### src/rtl/prng_stream_pkg.sv
// Shared types and the single-step Galois LFSR helper for the PRNG stream buffer.
package prng_stream_pkg;

    typedef enum logic {
        MODE_MANUAL   = 1'b0,
        MODE_AUTOFILL = 1'b1
    } mode_e;

    localparam int         LFSR_MAX_WIDTH    = 32;
    localparam logic [7:0] DEFAULT_LFSR_POLY = 8'hB8;

    typedef logic [LFSR_MAX_WIDTH-1:0] lfsr_word_t;

    typedef struct packed {
        lfsr_word_t state;
        logic       out_bit;
    } lfsr_step_t;

    // Narrower LFSRs ride in the low bits; zero upper bits stay zero because
    // the polynomial is zero-extended as well.
    function automatic lfsr_step_t lfsr_step(input lfsr_word_t state, input lfsr_word_t poly);
        lfsr_step_t r;
        r.out_bit = state[0];
        r.state   = state >> 1;
        if (state[0]) begin
            r.state = r.state ^ poly;
        end
        return r;
    endfunction

endpackage

### src/rtl/prng_stream_channel.sv
// One PRNG channel: Galois LFSR producing DATA_WIDTH bits per accepted push into
// a first-word-fall-through FIFO with occupancy count and sticky error flags.
module prng_stream_channel
    import prng_stream_pkg::*;
#(
    parameter int                    DATA_WIDTH = 4,
    parameter int                    FIFO_DEPTH = 16,
    parameter int                    LFSR_WIDTH = 8,
    parameter logic [LFSR_WIDTH-1:0] SEED       = LFSR_WIDTH'(1),
    parameter logic [LFSR_WIDTH-1:0] POLY       = LFSR_WIDTH'(DEFAULT_LFSR_POLY),
    localparam int                   PW         = $clog2(FIFO_DEPTH),
    localparam int                   CW         = PW + 1
) (
    input  logic                  clk,
    input  logic                  reset,
    input  mode_e                 mode,
    input  logic                  gen_req,
    input  logic                  pop,
    input  logic                  clear_err,
    output logic [DATA_WIDTH-1:0] data_out,
    output logic                  valid,
    output logic                  full,
    output logic [CW-1:0]         count,
    output logic                  overflow,
    output logic                  underflow
);

    if (SEED == '0) begin : g_bad_seed
        $error("prng_stream_channel: LFSR seed must be nonzero");
    end
    if ((1 << PW) != FIFO_DEPTH || FIFO_DEPTH < 2) begin : g_bad_depth
        $error("prng_stream_channel: FIFO_DEPTH must be a power of two >= 2");
    end
    if (DATA_WIDTH < 1 || DATA_WIDTH > LFSR_WIDTH) begin : g_bad_width
        $error("prng_stream_channel: DATA_WIDTH must be in 1..LFSR_WIDTH");
    end
    if (LFSR_WIDTH > LFSR_MAX_WIDTH) begin : g_bad_lfsr
        $error("prng_stream_channel: LFSR_WIDTH exceeds package maximum");
    end

    logic [LFSR_WIDTH-1:0] lfsr_q;
    logic [LFSR_WIDTH-1:0] lfsr_next;
    logic [DATA_WIDTH-1:0] push_word;
    lfsr_word_t            work;
    lfsr_step_t            step_r;

    logic [DATA_WIDTH-1:0] mem [FIFO_DEPTH];
    logic [PW-1:0]         wr_ptr;
    logic [PW-1:0]         rd_ptr;

    logic push_ok;
    logic pop_ok;
    logic ovf_evt;
    logic unf_evt;

    // DATA_WIDTH LFSR steps unrolled; word bit i is the lsb consumed by step i.
    always_comb begin
        work      = lfsr_word_t'(lfsr_q);
        push_word = '0;
        step_r    = '0;
        for (int i = 0; i < DATA_WIDTH; i++) begin
            step_r       = lfsr_step(work, lfsr_word_t'(POLY));
            push_word[i] = step_r.out_bit;
            work         = step_r.state;
        end
        lfsr_next = work[LFSR_WIDTH-1:0];
    end

    assign valid   = (count != '0);
    assign full    = (count == CW'(FIFO_DEPTH));

    assign push_ok = !full && ((mode == MODE_AUTOFILL) || gen_req);
    assign pop_ok  = pop && valid;
    assign ovf_evt = (mode == MODE_MANUAL) && gen_req && full;
    assign unf_evt = pop && !valid;

    assign data_out = valid ? mem[rd_ptr] : '0;

    always_ff @(posedge clk or posedge reset) begin
        if (reset) begin
            lfsr_q    <= SEED;
            wr_ptr    <= '0;
            rd_ptr    <= '0;
            count     <= '0;
            overflow  <= 1'b0;
            underflow <= 1'b0;
        end else begin
            if (push_ok) begin
                lfsr_q <= lfsr_next;
                wr_ptr <= wr_ptr + PW'(1);
            end
            if (pop_ok) begin
                rd_ptr <= rd_ptr + PW'(1);
            end
            count     <= count + CW'(push_ok) - CW'(pop_ok);
            // A fresh error in the clearing cycle keeps its flag set.
            overflow  <= ovf_evt || (overflow && !clear_err);
            underflow <= unf_evt || (underflow && !clear_err);
        end
    end

    // Storage carries no reset; data_out is blanked while the FIFO is empty.
    always_ff @(posedge clk) begin
        if (push_ok) begin
            mem[wr_ptr] <= push_word;
        end
    end

endmodule

### src/rtl/prng_stream_buffer.sv
// Multi-channel pseudo-random word source: NUM_CH independent LFSR-fed FIFOs,
// each with manual or auto-fill push mode.
module prng_stream_buffer
    import prng_stream_pkg::*;
#(
    parameter int                    NUM_CH     = 2,
    parameter int                    DATA_WIDTH = 4,
    parameter int                    FIFO_DEPTH = 16,
    parameter int                    LFSR_WIDTH = 8,
    parameter int unsigned           LFSR_SEED  = 1,
    parameter logic [LFSR_WIDTH-1:0] LFSR_POLY  = LFSR_WIDTH'(DEFAULT_LFSR_POLY),
    localparam int                   CW         = $clog2(FIFO_DEPTH) + 1
) (
    input  logic                         clk,
    input  logic                         reset,
    input  logic [NUM_CH-1:0]            mode,
    input  logic [NUM_CH-1:0]            gen_req,
    input  logic [NUM_CH-1:0]            pop,
    input  logic                         clear_err,
    output logic [NUM_CH*DATA_WIDTH-1:0] data_out,
    output logic [NUM_CH-1:0]            valid,
    output logic [NUM_CH-1:0]            full,
    output logic [NUM_CH*CW-1:0]         count,
    output logic [NUM_CH-1:0]            overflow,
    output logic [NUM_CH-1:0]            underflow
);

    if (NUM_CH < 1) begin : g_bad_num_ch
        $error("prng_stream_buffer: NUM_CH must be >= 1");
    end

    for (genvar c = 0; c < NUM_CH; c++) begin : g_ch
        // Each channel starts from its own seed so streams differ from reset.
        localparam logic [LFSR_WIDTH-1:0] SEED_C = LFSR_WIDTH'(LFSR_SEED + c);

        if (SEED_C == '0) begin : g_zero_seed
            $error("prng_stream_buffer: channel seed wraps to zero");
        end

        prng_stream_channel #(
            .DATA_WIDTH (DATA_WIDTH),
            .FIFO_DEPTH (FIFO_DEPTH),
            .LFSR_WIDTH (LFSR_WIDTH),
            .SEED       (SEED_C),
            .POLY       (LFSR_POLY)
        ) u_channel (
            .clk        (clk),
            .reset      (reset),
            .mode       (mode_e'(mode[c])),
            .gen_req    (gen_req[c]),
            .pop        (pop[c]),
            .clear_err  (clear_err),
            .data_out   (data_out[c*DATA_WIDTH +: DATA_WIDTH]),
            .valid      (valid[c]),
            .full       (full[c]),
            .count      (count[c*CW +: CW]),
            .overflow   (overflow[c]),
            .underflow  (underflow[c])
        );
    end

endmodule

### config.mk
export PLATFORM = sky130hd
export DESIGN_NAME = prng_stream_buffer
export DESIGN_NICKNAME = d
export VERILOG_FILES = /design/src/rtl/prng_stream_pkg.sv /design/src/rtl/prng_stream_channel.sv /design/src/rtl/prng_stream_buffer.sv
export SDC_FILE = /design/constraint.sdc
export NUM_CORES = 1
export LEC_CHECK = 0
export ABC_CLOCK_PERIOD_IN_PS = 2550
export BUFFER_PORTS_ARGS = -buffer_cell sky130_fd_sc_hd__buf_2
export CORE_ASPECT_RATIO = 1.2
export CORE_UTILIZATION = 55
export DETAILED_ROUTE_END_ITERATION = 10
export GPL_TIMING_DRIVEN = 1
export PLACE_DENSITY = 0.75
export SYNTH_ARGS = -nofsm -noshare
export SYNTH_HDL_FRONTEND = slang
export SYNTH_HIERARCHICAL = 1
export SYNTH_SLANG_ARGS = --single-unit
### constraint.sdc
create_clock -name clk -period 2.55 [get_ports clk]
set_input_delay 0.51 -clock clk [delete_from_list [all_inputs] [get_ports clk]]
set_output_delay 0.51 -clock clk [all_outputs]
set_load 0.02 [all_outputs]
==> results.py <==
metrics = {
    "critical_path": {
        "rr_worst_depth": 13,
        "reg2reg_to": "g_ch[1].u_channel/count[4]$_DFF_PP0_",
        "slowest_delay_ns": 0.45,
        "r2r_start": "g_ch[1].u_channel/count[3]$_DFF_PP0_",
        "crit_arrival_ns": 2.16,
        "rrSetupSlack_ns": 0.06,
        "cp_num_buf_inv": 3,
        "crit_slowest_cell": "dfrtp_2",
        "path_common_cell": "buf_4",
        "crit_family": "multiplexers",
        "crit_chain": "clkbuf_16 -> buf_4 -> mux4_2 -> mux2i_1 -> a211oi_2 -> buf_4",
        "critPathRequiredTime_ns": 2.04,
        "worstSetupEndpointType": "output port",
        "cp-start-kind": "flop",
        "crit_type": "flop to output port",
        "crit_fanout": 8,
    },
    "outcome": {
        "violations": "negative setup slack",
        "status": "complete, but fails checks",
    },
    "placed_design": {
        "portBuffers": 34,
        "gp_congestion": 0.746,
        "place_area_um2": 8040,
        "dp_hpwl_um": 9090,
    },
    "sta": {
        "max_slew.worst_pin.slew_ns": 0.693,
        "worst_slack_ns": -0.119,
        "setup_tns_ns": -0.319,
        "period_needed_ns": 2.67,
        "grt_setup_unrepaired": "true",
        "post-route-period-util": 1.05,
        "setup_viol": 4,
        "whs_ns": 0.0763,
        "clock_skew_ns": 0.00723,
        "clock.fmax_ghz": 0.375,
        "hold_viol": 0,
        "final_max_slew_viol_count": 0,
        "slew_headroom": 0.538,
    },
    "power_and_ir_drop": {
        "p_per_area_nw_per_um2": 1400,
        "power_w": 0.0126,
        "leakagePower_nw": 3.38,
        "vdd_ir_drop_max_mv": 0.932,
    },
    "die": {
        "dieHeight_um": 131,
        "fp.dieArea_um2": 14400,
        "placementRows": 46,
        "ios": 35,
        "initial_core_util": 0.571,
        "core_um2": 13400,
        "fp.dieW_um": 110,
    },
    "cells_and_area": {
        "antenna_cells": 0,
        "syn_to_final_growth_pct": 18.5,
        "utilization": 0.677,
        "nFillCells": 865,
        "layout.nets": 562,
        "design_area_um2": 9040,
        "layout-drive-gt1-share": 0.338,
    },
    "routing": {
        "first_iter_violations": 156,
        "top_layer": "met4",
        "route.detailed.drc": 0,
        "firstDrtPassIters": 4,
        "met3_length_um": 378,
        "num_vias": 3936,
        "via_per_inst": 5.54,
        "postRouteAntennaNets": 0,
        "finalWirelength_um": 14300,
        "met1_length_um": 5620,
        "detail_route.wl_per_cell_um": 20.1,
        "dr_wl_met2_um": 7970,
    },
    "cts": {
        "cts-hold-fix-buffers": 0,
        "cts_inserted_buffers": 17,
        "clk_latency_ns": 0.43,
        "h-tree-depth": 4,
        "cts_sinks": 174,
        "cts_max_path_buffers": 2,
        "cts_tree": "yes",
        "root_buffer": "clkbuf_16",
        "clkTransAtPathRegs_ns": 0.06,
    },
    "synth": {
        "syn_avg_cell_area_um2": 16.5,
        "synth-seq-cells": 174,
        "ys.warnings.count": 6,
        "synth_largest_area_cell": "edfxtp_1",
        "syn_nets": 495,
        "netlist.area_leader.share": 0.504,
        "syn_area_um2": 7630,
        "yosys_most_used_dff": "edfxtp_1",
        "netlist_instances": 462,
        "yosysSeqAreaShare": 0.655,
        "synthTopCellsByArea": "edfxtp_1, dfrtp_1, mux4_2",
        "synth_commonest_cells": "edfxtp_1, dfrtp_1, xnor2_1",
        "postSynth.asyncResetShare": 0.264,
        "yosys.cell_count.top_type": "edfxtp_1",
        "synth_edf_count": 128,
        "ys_types": 36,
    },
    "global_route": {
        "grt.overflow.total": 0,
        "grt_pass1_wl_um": 22300,
        "grt_max_degree": 24,
        "grt_pass1_vias": 4215,
        "antenna_found_initial": 0,
        "grt_usage": 0.219,
    },
    "run": {
        "maxCapViolCount": 0,
    },
    "min_path": {
        "worstHoldPathType": "primary input to asynchronous set/reset pin",
    },
}
[layer usage]
layer / global-route usage / vias to the layer above
li1: - / 1839
met1: 0.249 / 2020
met2: 0.395 / 56
met3: 0.0432 / 21
met4: 0.0988 / 0
met5: 0 / -
[power breakdown]
group	internal (W)	total (W)	switching, W
Sequential	0.00414	0.00509	0.000946
Combinational	0.00231	0.00448	0.00217
Clock	0.00203	0.00305	0.00102
[metrics by stage]
step                      instances  worst slack, ns
after global routing            710           -0.183
after floorplan                 462           0.0294
final                           710           -0.119
after CTS                       699           -0.112
after detailed placement        661           0.0670
after global placement          661            0.162
[flip-flops by register name, indices dropped and copies added (netlist names)]
| signal | cells |
|---|---|
| g_ch.u_channel/count | 10 |
| g_ch.u_channel/rd_ptr | 8 |
| g_ch.u_channel/lfsr_q | 16 |
| g_ch.u_channel/mem | 128 |
| g_ch.u_channel/wr_ptr | 8 |
| g_ch.u_channel/overflow | 2 |
| g_ch.u_channel/underflow | 2 |
[how the worst max path moves through the flow]
stage	from	endpoint	slack (ns)	cells past startpoint
5_1_grt	g_ch[0].u_channel/rd_ptr[0]$_DFFE_PP0P_	data_out[1]	-0.18	4
3_3_place_gp	g_ch[0].u_channel/count[2]$_DFF_PP0_	g_ch[0].u_channel/count[4]$_DFF_PP0_	0.16	13
3_5_place_dp	g_ch[0].u_channel/count[2]$_DFF_PP0_	g_ch[0].u_channel/count[4]$_DFF_PP0_	0.07	13
4_1_cts	g_ch[0].u_channel/rd_ptr[1]$_DFFE_PP0P_	data_out[1]	-0.11	5
2_1_floorplan	g_ch[1].u_channel/count[2]$_DFF_PP0_	g_ch[1].u_channel/count[4]$_DFF_PP0_	0.03	14
6_report	g_ch[0].u_channel/rd_ptr[1]$_DFFE_PP0P_	data_out[1]	-0.12	6
[cell families (layout without fill, tap and decap cells)]
family / count (synthesis) / in the layout / share of synthesized area
compound gates: 34 / 34 / 0.0289
mux: 42 / 42 / 0.112
simple gates: 94 / 94 / 0.0817
buf+inv: 50 / 130 / 0.0305
fa+ha+maj: 24 / 24 / 0.0413
xor+xnor: 44 / 44 / 0.0505
flops: 174 / 174 / 0.655
[layout by cell type (no fill, tap or decap), types with 10 or more instances in the layout]
master,synthesis,final
a211oi_2,0,13
and2_1,24,24
buf_2,6,29
buf_4,6,32
clkbuf_16,0,18
dfrtp_1,44,36
edfxtp_1,128,128
ha_1,22,18
inv_1,28,23
mux4_2,24,30
nand2_1,32,32
o21ai_0,10,10
xnor2_1,34,34
xor2_1,10,10
[layout make-up]
type                    instances  area, µm²  share of cell area
clock buffers                  20        437              0.0483
clock inverters                12        265              0.0293
inverters                      30        113              0.0125
multi-input cells             238       2510               0.277
flip-flops and latches        174       5010               0.554
well taps                     168        210              0.0233
repair buffers                 68        499              0.0552
[timing repair]
action	CTS	global route
gates cloned	0	1
setup endpoints to repair	8	10
pin swaps	5	18
gates resized for setup	22	34
buffers inserted	6	10
Power figures use the tool's default switching activity.
